[config.mk]
export PLATFORM = sky130hd
export DESIGN_NAME = bin_to_bcd
export DESIGN_NICKNAME = d
export VERILOG_FILES = /design/src/rtl/bin_to_bcd.sv
export SDC_FILE = /design/constraint.sdc
export NUM_CORES = 1
export LEC_CHECK = 0
export BUFFER_PORTS_ARGS = -buffer_cell sky130_fd_sc_hd__buf_4
export CORE_ASPECT_RATIO = 1.75
export CORE_UTILIZATION = 40
export DETAILED_ROUTE_END_ITERATION = 12
export GPL_ROUTABILITY_DRIVEN = 0
export SLEW_MARGIN = 20
export SYNTH_ARGS = -nofsm -noshare
export SYNTH_HDL_FRONTEND = slang
export SYNTH_SLANG_ARGS = --single-unit
export TNS_END_PERCENT = 30
[constraint.sdc]
create_clock -name clk -period 4.7 [get_ports clk]
set_input_delay 0.705 -clock clk [delete_from_list [all_inputs] [get_ports clk]]
set_output_delay 0.705 -clock clk [all_outputs]
set_load 0.05 [all_outputs]
[src/rtl/bin_to_bcd.sv]
// Sequential double-dabble binary to packed-BCD converter with saturation on overflow.
// Optional leading-zero blanking output is enabled by defining LEADING_ZERO_BLANK_EN.
module bin_to_bcd #(
  parameter int BIN_WIDTH  = 20,
  parameter int NUM_DIGITS = 6
) (
  input  logic                      clk,
  input  logic                      reset,
  input  logic                      start,
  input  logic [BIN_WIDTH-1:0]      binary_in,
  output logic                      busy,
  output logic                      done,
  output logic                      overflow,
  output logic [NUM_DIGITS*4-1:0]   bcd_value
`ifdef LEADING_ZERO_BLANK_EN
  ,
  output logic [NUM_DIGITS-1:0]     blank
`endif
);

  localparam int BCD_W = NUM_DIGITS * 4;
  localparam int CNT_W = $clog2(BIN_WIDTH + 1);

  function automatic logic [63:0] pow10(input int n);
    logic [63:0] r;
    r = 64'd1;
    for (int i = 0; i < n; i++) r = r * 64'd10;
    return r;
  endfunction

  localparam logic [63:0] BCD_MAX = pow10(NUM_DIGITS) - 64'd1;
  localparam logic [63:0] BIN_MAX = (64'd1 << BIN_WIDTH) - 64'd1;
  // When every input value fits in the digit count, overflow is structurally impossible.
  localparam bit          CAN_OVF = (BIN_MAX > BCD_MAX);
  localparam logic [BCD_W-1:0] ALL_NINES = {NUM_DIGITS{4'h9}};

  typedef enum logic [1:0] {
    IDLE  = 2'd0,
    SHIFT = 2'd1,
    DONE  = 2'd2
  } state_t;

  state_t               state_reg;
  logic [BIN_WIDTH-1:0] bin_reg;
  logic [BCD_W-1:0]     scratch_reg;
  logic [CNT_W-1:0]     cnt_reg;
  logic                 ovf_pending_reg;

  logic [BCD_W-1:0]     adj_next;
  logic [BCD_W-1:0]     scratch_next;
  logic                 ovf_in;

  genvar gi;
  generate
    for (gi = 0; gi < NUM_DIGITS; gi++) begin : g_digit
      assign adj_next[gi*4 +: 4] = (scratch_reg[gi*4 +: 4] >= 4'd5) ?
                                   (scratch_reg[gi*4 +: 4] + 4'd3) :
                                   scratch_reg[gi*4 +: 4];
    end
  endgenerate

  // The bit shifted out of the top digit only matters on overflow, where the result saturates.
  assign scratch_next = BCD_W'({adj_next, bin_reg[BIN_WIDTH-1]});
  assign ovf_in       = CAN_OVF && (64'(binary_in) > BCD_MAX);

`ifdef LEADING_ZERO_BLANK_EN
  logic [NUM_DIGITS-1:0] blank_next;
  logic                  all_zero;

  always_comb begin
    blank_next = '0;
    all_zero   = 1'b1;
    for (int i = NUM_DIGITS - 1; i >= 1; i--) begin
      all_zero      = all_zero & (scratch_reg[i*4 +: 4] == 4'd0);
      blank_next[i] = all_zero;
    end
  end
`endif

  always_ff @(posedge clk) begin
    if (reset) begin
      state_reg       <= IDLE;
      bin_reg         <= '0;
      scratch_reg     <= '0;
      cnt_reg         <= '0;
      ovf_pending_reg <= 1'b0;
      busy            <= 1'b0;
      done            <= 1'b0;
      overflow        <= 1'b0;
      bcd_value       <= '0;
`ifdef LEADING_ZERO_BLANK_EN
      blank           <= '0;
`endif
    end else begin
      case (state_reg)
        IDLE, DONE: begin
          done <= 1'b0;
          if (start) begin
            bin_reg         <= binary_in;
            scratch_reg     <= '0;
            cnt_reg         <= CNT_W'(BIN_WIDTH);
            ovf_pending_reg <= ovf_in;
            state_reg       <= SHIFT;
            busy            <= 1'b1;
          end else begin
            state_reg <= IDLE;
            busy      <= 1'b0;
          end
        end

        SHIFT: begin
          if (cnt_reg != '0) begin
            scratch_reg <= scratch_next;
            bin_reg     <= bin_reg << 1;
            cnt_reg     <= cnt_reg - 1'b1;
          end else begin
            // All bits consumed: publish the result together with the done pulse.
            state_reg <= DONE;
            busy      <= 1'b0;
            done      <= 1'b1;
            overflow  <= ovf_pending_reg;
            bcd_value <= ovf_pending_reg ? ALL_NINES : scratch_reg;
`ifdef LEADING_ZERO_BLANK_EN
            blank     <= ovf_pending_reg ? '0 : blank_next;
`endif
          end
        end

        default: begin
          state_reg <= IDLE;
          busy      <= 1'b0;
          done      <= 1'b0;
        end
      endcase
    end
  end

endmodule

**After elaboration in Yosys (flattened, before gate mapping)**

Cells that the tools add are included.

- Mux-type cells: 22
- Bitwise operators: 2
- Multiply operators: 0
- Order comparisons: 7
- Shift operators: 0
- Add/subtract/negate cells: 7
- Div/mod/pow operators: 0
- Eq/ne operators: 5
- Reduce and logical (&&, ||, !) cells: 8

Operator list:

| cell | number |
|---|---|
| $mux W24 | 3 |
| $pmux W24 S2 | 1 |
| $mux W20 | 2 |
| $pmux W20 S2 | 1 |
| $ge A4 B3 Y1 const B | 6 |
| $add A4 B2 Y4 const B | 5 |
| $gt A20 B20 Y1 const B | 1 |
| $mux W4 | 5 |
| $mux W5 | 2 |
| $pmux W5 S2 | 1 |
| $ne A2 B2 Y1 const B | 3 |
| $reduce_bool A5 Y1 | 1 |
| $sub A5 B1 Y5 const B | 1 |
| $pmux W2 S2 | 1 |
| $reduce_and A2 Y1 | 2 |
| $reduce_or A2 Y1 | 2 |
| $add A3 B2 Y3 const B | 1 |
| $mux W1 | 3 |
| $mux W3 | 1 |
| $reduce_and A3 Y1 | 1 |
| $eq A2 B1 Y1 const B | 1 |
| $eq A2 B2 Y1 const B | 1 |
| $logic_not A2 Y1 | 1 |
| $mux W2 | 1 |
| 3 further kinds | 4 |

- Flip-flop bits (word level): 79
- Output and inout port bits: 27
- Logic and storage cells: 60
- Memories: 0
- Bits in read-only memories: 0
- Bits in latches: 0
- RAM bits: 0
- Bits of input ports: 23

**Longest topological paths before layout**

- Depth after elaboration: 4
- Gate-level depth with buffers: 9
- Mapped depth without buffers: 6

**Worst setup path after synthesis**

No wires, ideal clock.

- Kind: input port to flip-flop
- From: in reset
- To: reg bcd_value[0]
- Buffers on the path: 3
- Arrival time: 1589 ps
- Library setup time: 131 ps
- Required time: 4569 ps
- Path slack: 2979 ps
- Stages on the path: 4
- Cell sequence: clkbuf_1 clkbuf_1 clkbuf_1 nor3_1

RTL lines:

| item | RTL line | text |
|---|---|---|
| from (decl) | 8 | `input logic reset,` |
| to (signal assigned) | 122 | `bcd_value <= ovf_pending_reg ? ALL_NINES : scratch_reg;` |
| to (decl) | 14 | `output logic [NUM_DIGITS*4-1:0] bcd_value` |

No word-level cell between the ends.

**Worst setup path in the final report**

- From: reg cnt_reg[0]
- To: reg bcd_value[1]

- Longest elaborated chain between the ends: 3

RTL lines:

| item | RTL line | text |
|---|---|---|
| from (decl) | 46 | `logic [CNT_W-1:0] cnt_reg;` |
| from (signal assigned) | 101 | `cnt_reg <= CNT_W'(BIN_WIDTH);` |
| from (signal assigned) | 115 | `cnt_reg <= cnt_reg - 1'b1;` |
| $reduce_bool A5 Y1 | 112 | `if (cnt_reg != '0) begin` |
| $not A1 Y1 (no line) | - |  |
| $reduce_and A2 Y1 (no line) | - |  |

No other way between the ends.
A chain may end at the register's enable or synchronous reset.

==> impl_metrics.toml <==
[status]
outcome = "finished clean"

[yosys]
netlist_instances = 446
seq_area_frac_synth_pct = 42.6
postSynthRegisterBits = 79
postSynthNetCount = 482
synth_cell_type_count = 42
synthesis.area_per_instance_um2 = 8.32
yosys_warnings = 0
synth_area_um2 = 3710

[floorplanning]
design.core.area_um2 = 9040
floorplan.die_area_um2 = 9680
die_extent_in_y_um = 129
die_w_um = 74.8
ios = 50
row_count = 46
initial_utilization_pct = 41.1

[layout]
n_diodes = 0
fillers = 921
area_growth_from_synthesis_to_layout_pct = 17.5
most-common-layout-cells = "sky130_fd_sc_hd__dfxtp_1 (79), sky130_fd_sc_hd__nand2_1 (55), sky130_fd_sc_hd__buf_4 (53)"
layout-drive-gt1-share_pct = 17.1
final_common_cell = "sky130_fd_sc_hd__dfxtp_1"
final_nets = 511

[clocking]
cts_tree = "built"
clk_transition_reported_paths_ps = 60
ctsHoldBuffers = 0
cts-buffers-inserted = 9
clockRootBuffer = "sky130_fd_sc_hd__clkbuf_16"
worstSkewPairLatency_ps = 330
cts.htree.levels = 3
cts.sink_count = 79
cts_resized = 0
cts_setup_buffers = 0
cts_max_path_buffers = 2

[critical_path]
criticalPathCategory = "flip-flop to flip-flop"
worst_r2r_path_depth = 7
cp_slowest_stage_delay_ps = 460
critPathArrivalTime_ps = 2430
r2r_slack_ps = 2530
worstPathBufferInverterCount = 2
endpoint_class_of_the_critical_path = "flip-flop"
critical_path.slowest_cell = "sky130_fd_sc_hd__or3_1"
cp-startpoint = "cnt_reg[0]"
critPathRequiredTime_ps = 4960
r2r_path_start = "cnt_reg[0]"
worst-path-max-fanout = 32
cpLargestDelayFamily = "simple AND/OR/NAND/NOR gates"
worstReg2RegEnd = "bcd_value[1]"
critical_path_depth = 7
critPathCapture = "bcd_value[1]"
critical_path.cell_chain = "inv_1 > ha_1 > nor4b_2 > buf_4 > nand2_2 > or3_1 > a21oi_1"
element_type_at_the_critical_path_start = "flip-flop"

[timing]
report.final.slew_viol_count = 0
finalWorstPathRequiredPeriod_ps = 2170
rsz_0062_raised_after_global_routing = "false"
fin_worst_skew_ps = 2.88
tns_ps = 0
setup_violation_total_in_the_final_timing_report = 0
timing_worst_slew_pin_value_ps = 1060
max_freq_mhz = 461
final-hold-violation-count = 0
layout_worst_path_cycle_share_pct = 46.2
slew-limit-headroom_pct = 29.3

[power]
cellLeakagePower_uw = 0.00164
fin_total_pwr_uw = 1620
cellPowerDensity_nw_per_um2 = 371
peakVddDrop_v = 0.000203

[global_routing]
grt_first_pass_wirelength_mm = 14.1
grt_max_degree = 94
grt.total_usage_pct = 19.2
first_global_vias = 3100
grt_antenna_before_repair = 0
overflow = 0

[route]
drt_wl_total_mm = 8.42
remaining_drcs = 0
ant_nets = 0
via_count = 3289
via_per_inst = 5.48
detail_route.first_pass.iterations = 4
drtIter0Drc = 144
wl_per_cell_um = 14.0

[job]
drv.max_cap_violation_count = 0

[place]
post-dp-hpwl_mm = 5.54
port_buffers = 49

[min_path]
hp_class = "flip-flop to flip-flop"
-- per-stage QoR --
step                      hold WS, ps  instances  worst slack [ps]  utilization, %  instance area (um^2)
final                             450        600              2530            48.3                  4360
after floorplan                   432        446              2980               -                  3710
after global routing              478        600              2320            48.3                  4360
after detailed placement          445        584              2430            45.3                  4090
after CTS                         453        600              2510            48.3                  4360
after global placement            442        584              2460            45.3                  4090
-- synthesized netlist by cell type --
cell type,count,share of area [%]
sky130_fd_sc_hd__a21oi_1,37,5.0
sky130_fd_sc_hd__a22o_1,1,0.24
sky130_fd_sc_hd__a311oi_1,19,4.5
sky130_fd_sc_hd__a31oi_1,1,0.17
sky130_fd_sc_hd__buf_1,3,0.30
sky130_fd_sc_hd__buf_2,9,1.2
sky130_fd_sc_hd__buf_4,1,0.20
sky130_fd_sc_hd__buf_6,3,0.91
sky130_fd_sc_hd__clkbuf_1,19,1.9
sky130_fd_sc_hd__dfxtp_1,79,43
sky130_fd_sc_hd__ha_1,13,4.4
sky130_fd_sc_hd__inv_1,15,1.5
sky130_fd_sc_hd__mux2_2,6,1.8
sky130_fd_sc_hd__mux2i_1,5,1.3
sky130_fd_sc_hd__nand2_1,55,5.6
sky130_fd_sc_hd__nand2_2,2,0.34
sky130_fd_sc_hd__nand2b_1,8,1.3
sky130_fd_sc_hd__nand3_1,11,1.5
sky130_fd_sc_hd__nand3b_1,7,1.4
sky130_fd_sc_hd__nand4_1,1,0.17
sky130_fd_sc_hd__nand4b_1,6,1.4
sky130_fd_sc_hd__nor2_1,43,4.3
sky130_fd_sc_hd__nor2_2,1,0.17
sky130_fd_sc_hd__nor2_8,1,0.54
sky130_fd_sc_hd__nor2b_1,2,0.34
sky130_fd_sc_hd__nor3_1,27,3.6
sky130_fd_sc_hd__nor3_2,1,0.27
sky130_fd_sc_hd__nor3b_1,5,1.0
sky130_fd_sc_hd__nor4_1,12,2.0
sky130_fd_sc_hd__nor4b_2,1,0.40
sky130_fd_sc_hd__o211ai_1,5,1.0
sky130_fd_sc_hd__o21ai_0,13,1.8
sky130_fd_sc_hd__o21ai_1,2,0.27
sky130_fd_sc_hd__o21bai_1,1,0.20
sky130_fd_sc_hd__o221ai_1,1,0.24
sky130_fd_sc_hd__o22ai_1,5,0.84
sky130_fd_sc_hd__o311ai_0,1,0.24
sky130_fd_sc_hd__o41ai_1,7,1.7
sky130_fd_sc_hd__or3_1,13,2.2
sky130_fd_sc_hd__or4_1,2,0.40
sky130_fd_sc_hd__or4b_4,1,0.37
sky130_fd_sc_hd__xor2_1,1,0.24
-- worst register-to-register path: cells and delay by family (launching register included) --
family          cells  cell delay [ps]
compound gates      1              140
buf+inv             2              360
fa+ha+maj           1              180
flops               1              330
simple gates        3             1080
-- logic make-up after synthesis --
family,Yosys count,share of synthesized area (%)
multiplexers,11,3.17
adder cells (fa/ha/maj),13,4.38
buffers and inverters,50,6.07
AND/OR/NAND/NOR,199,27.4
AO/OA/AOI/OAI,93,16.1
XOR/XNOR,1,0.236
flip-flops,79,42.6
-- layer usage --
layer | up-vias | wire length, um | track usage, %
li1 | 1659 | - | -
met1 | 1556 | 3650 | 21.6
met2 | 60 | 4330 | 33.5
met3 | 14 | 288 | 2.57
met4 | 0 | 160 | 11.3
met5 | - | 0 | 0
-- power breakdown --
group          internal (uW)  leakage, uW  switching [uW]
Clock                    354     0.000124             269
Combinational           84.2     0.000868             179
Sequential               709     0.000644            23.4
-- final cells by class --
class                      instances  area, um^2  share of cell area, %
tap                              120         150                   3.44
multi-input combinational        317        1910                   43.8
inverter                          15        56.3                   1.29
timing repair buffer              53         398                   9.12
clock buffer                      10         229                   5.25
clock inverter                     6        37.5                  0.861
sequential                        79        1580                   36.3
-- worst min-delay path by stage --
stage | slack [ps] | depth (start not counted) | endpoint | startpoint
global placement | 440 | 2 | bcd_value[18] | bcd_value[18]
detailed placement | 440 | 2 | bcd_value[17] | bcd_value[17]
CTS | 450 | 2 | bcd_value[17] | bcd_value[17]
floorplan | 430 | 2 | scratch_reg[0] | bin_reg[19]
global route | 480 | 2 | bcd_value[21] | bcd_value[21]
finish | 450 | 2 | bcd_value[17] | bcd_value[17]
Power figures use the tool's default switching activity.
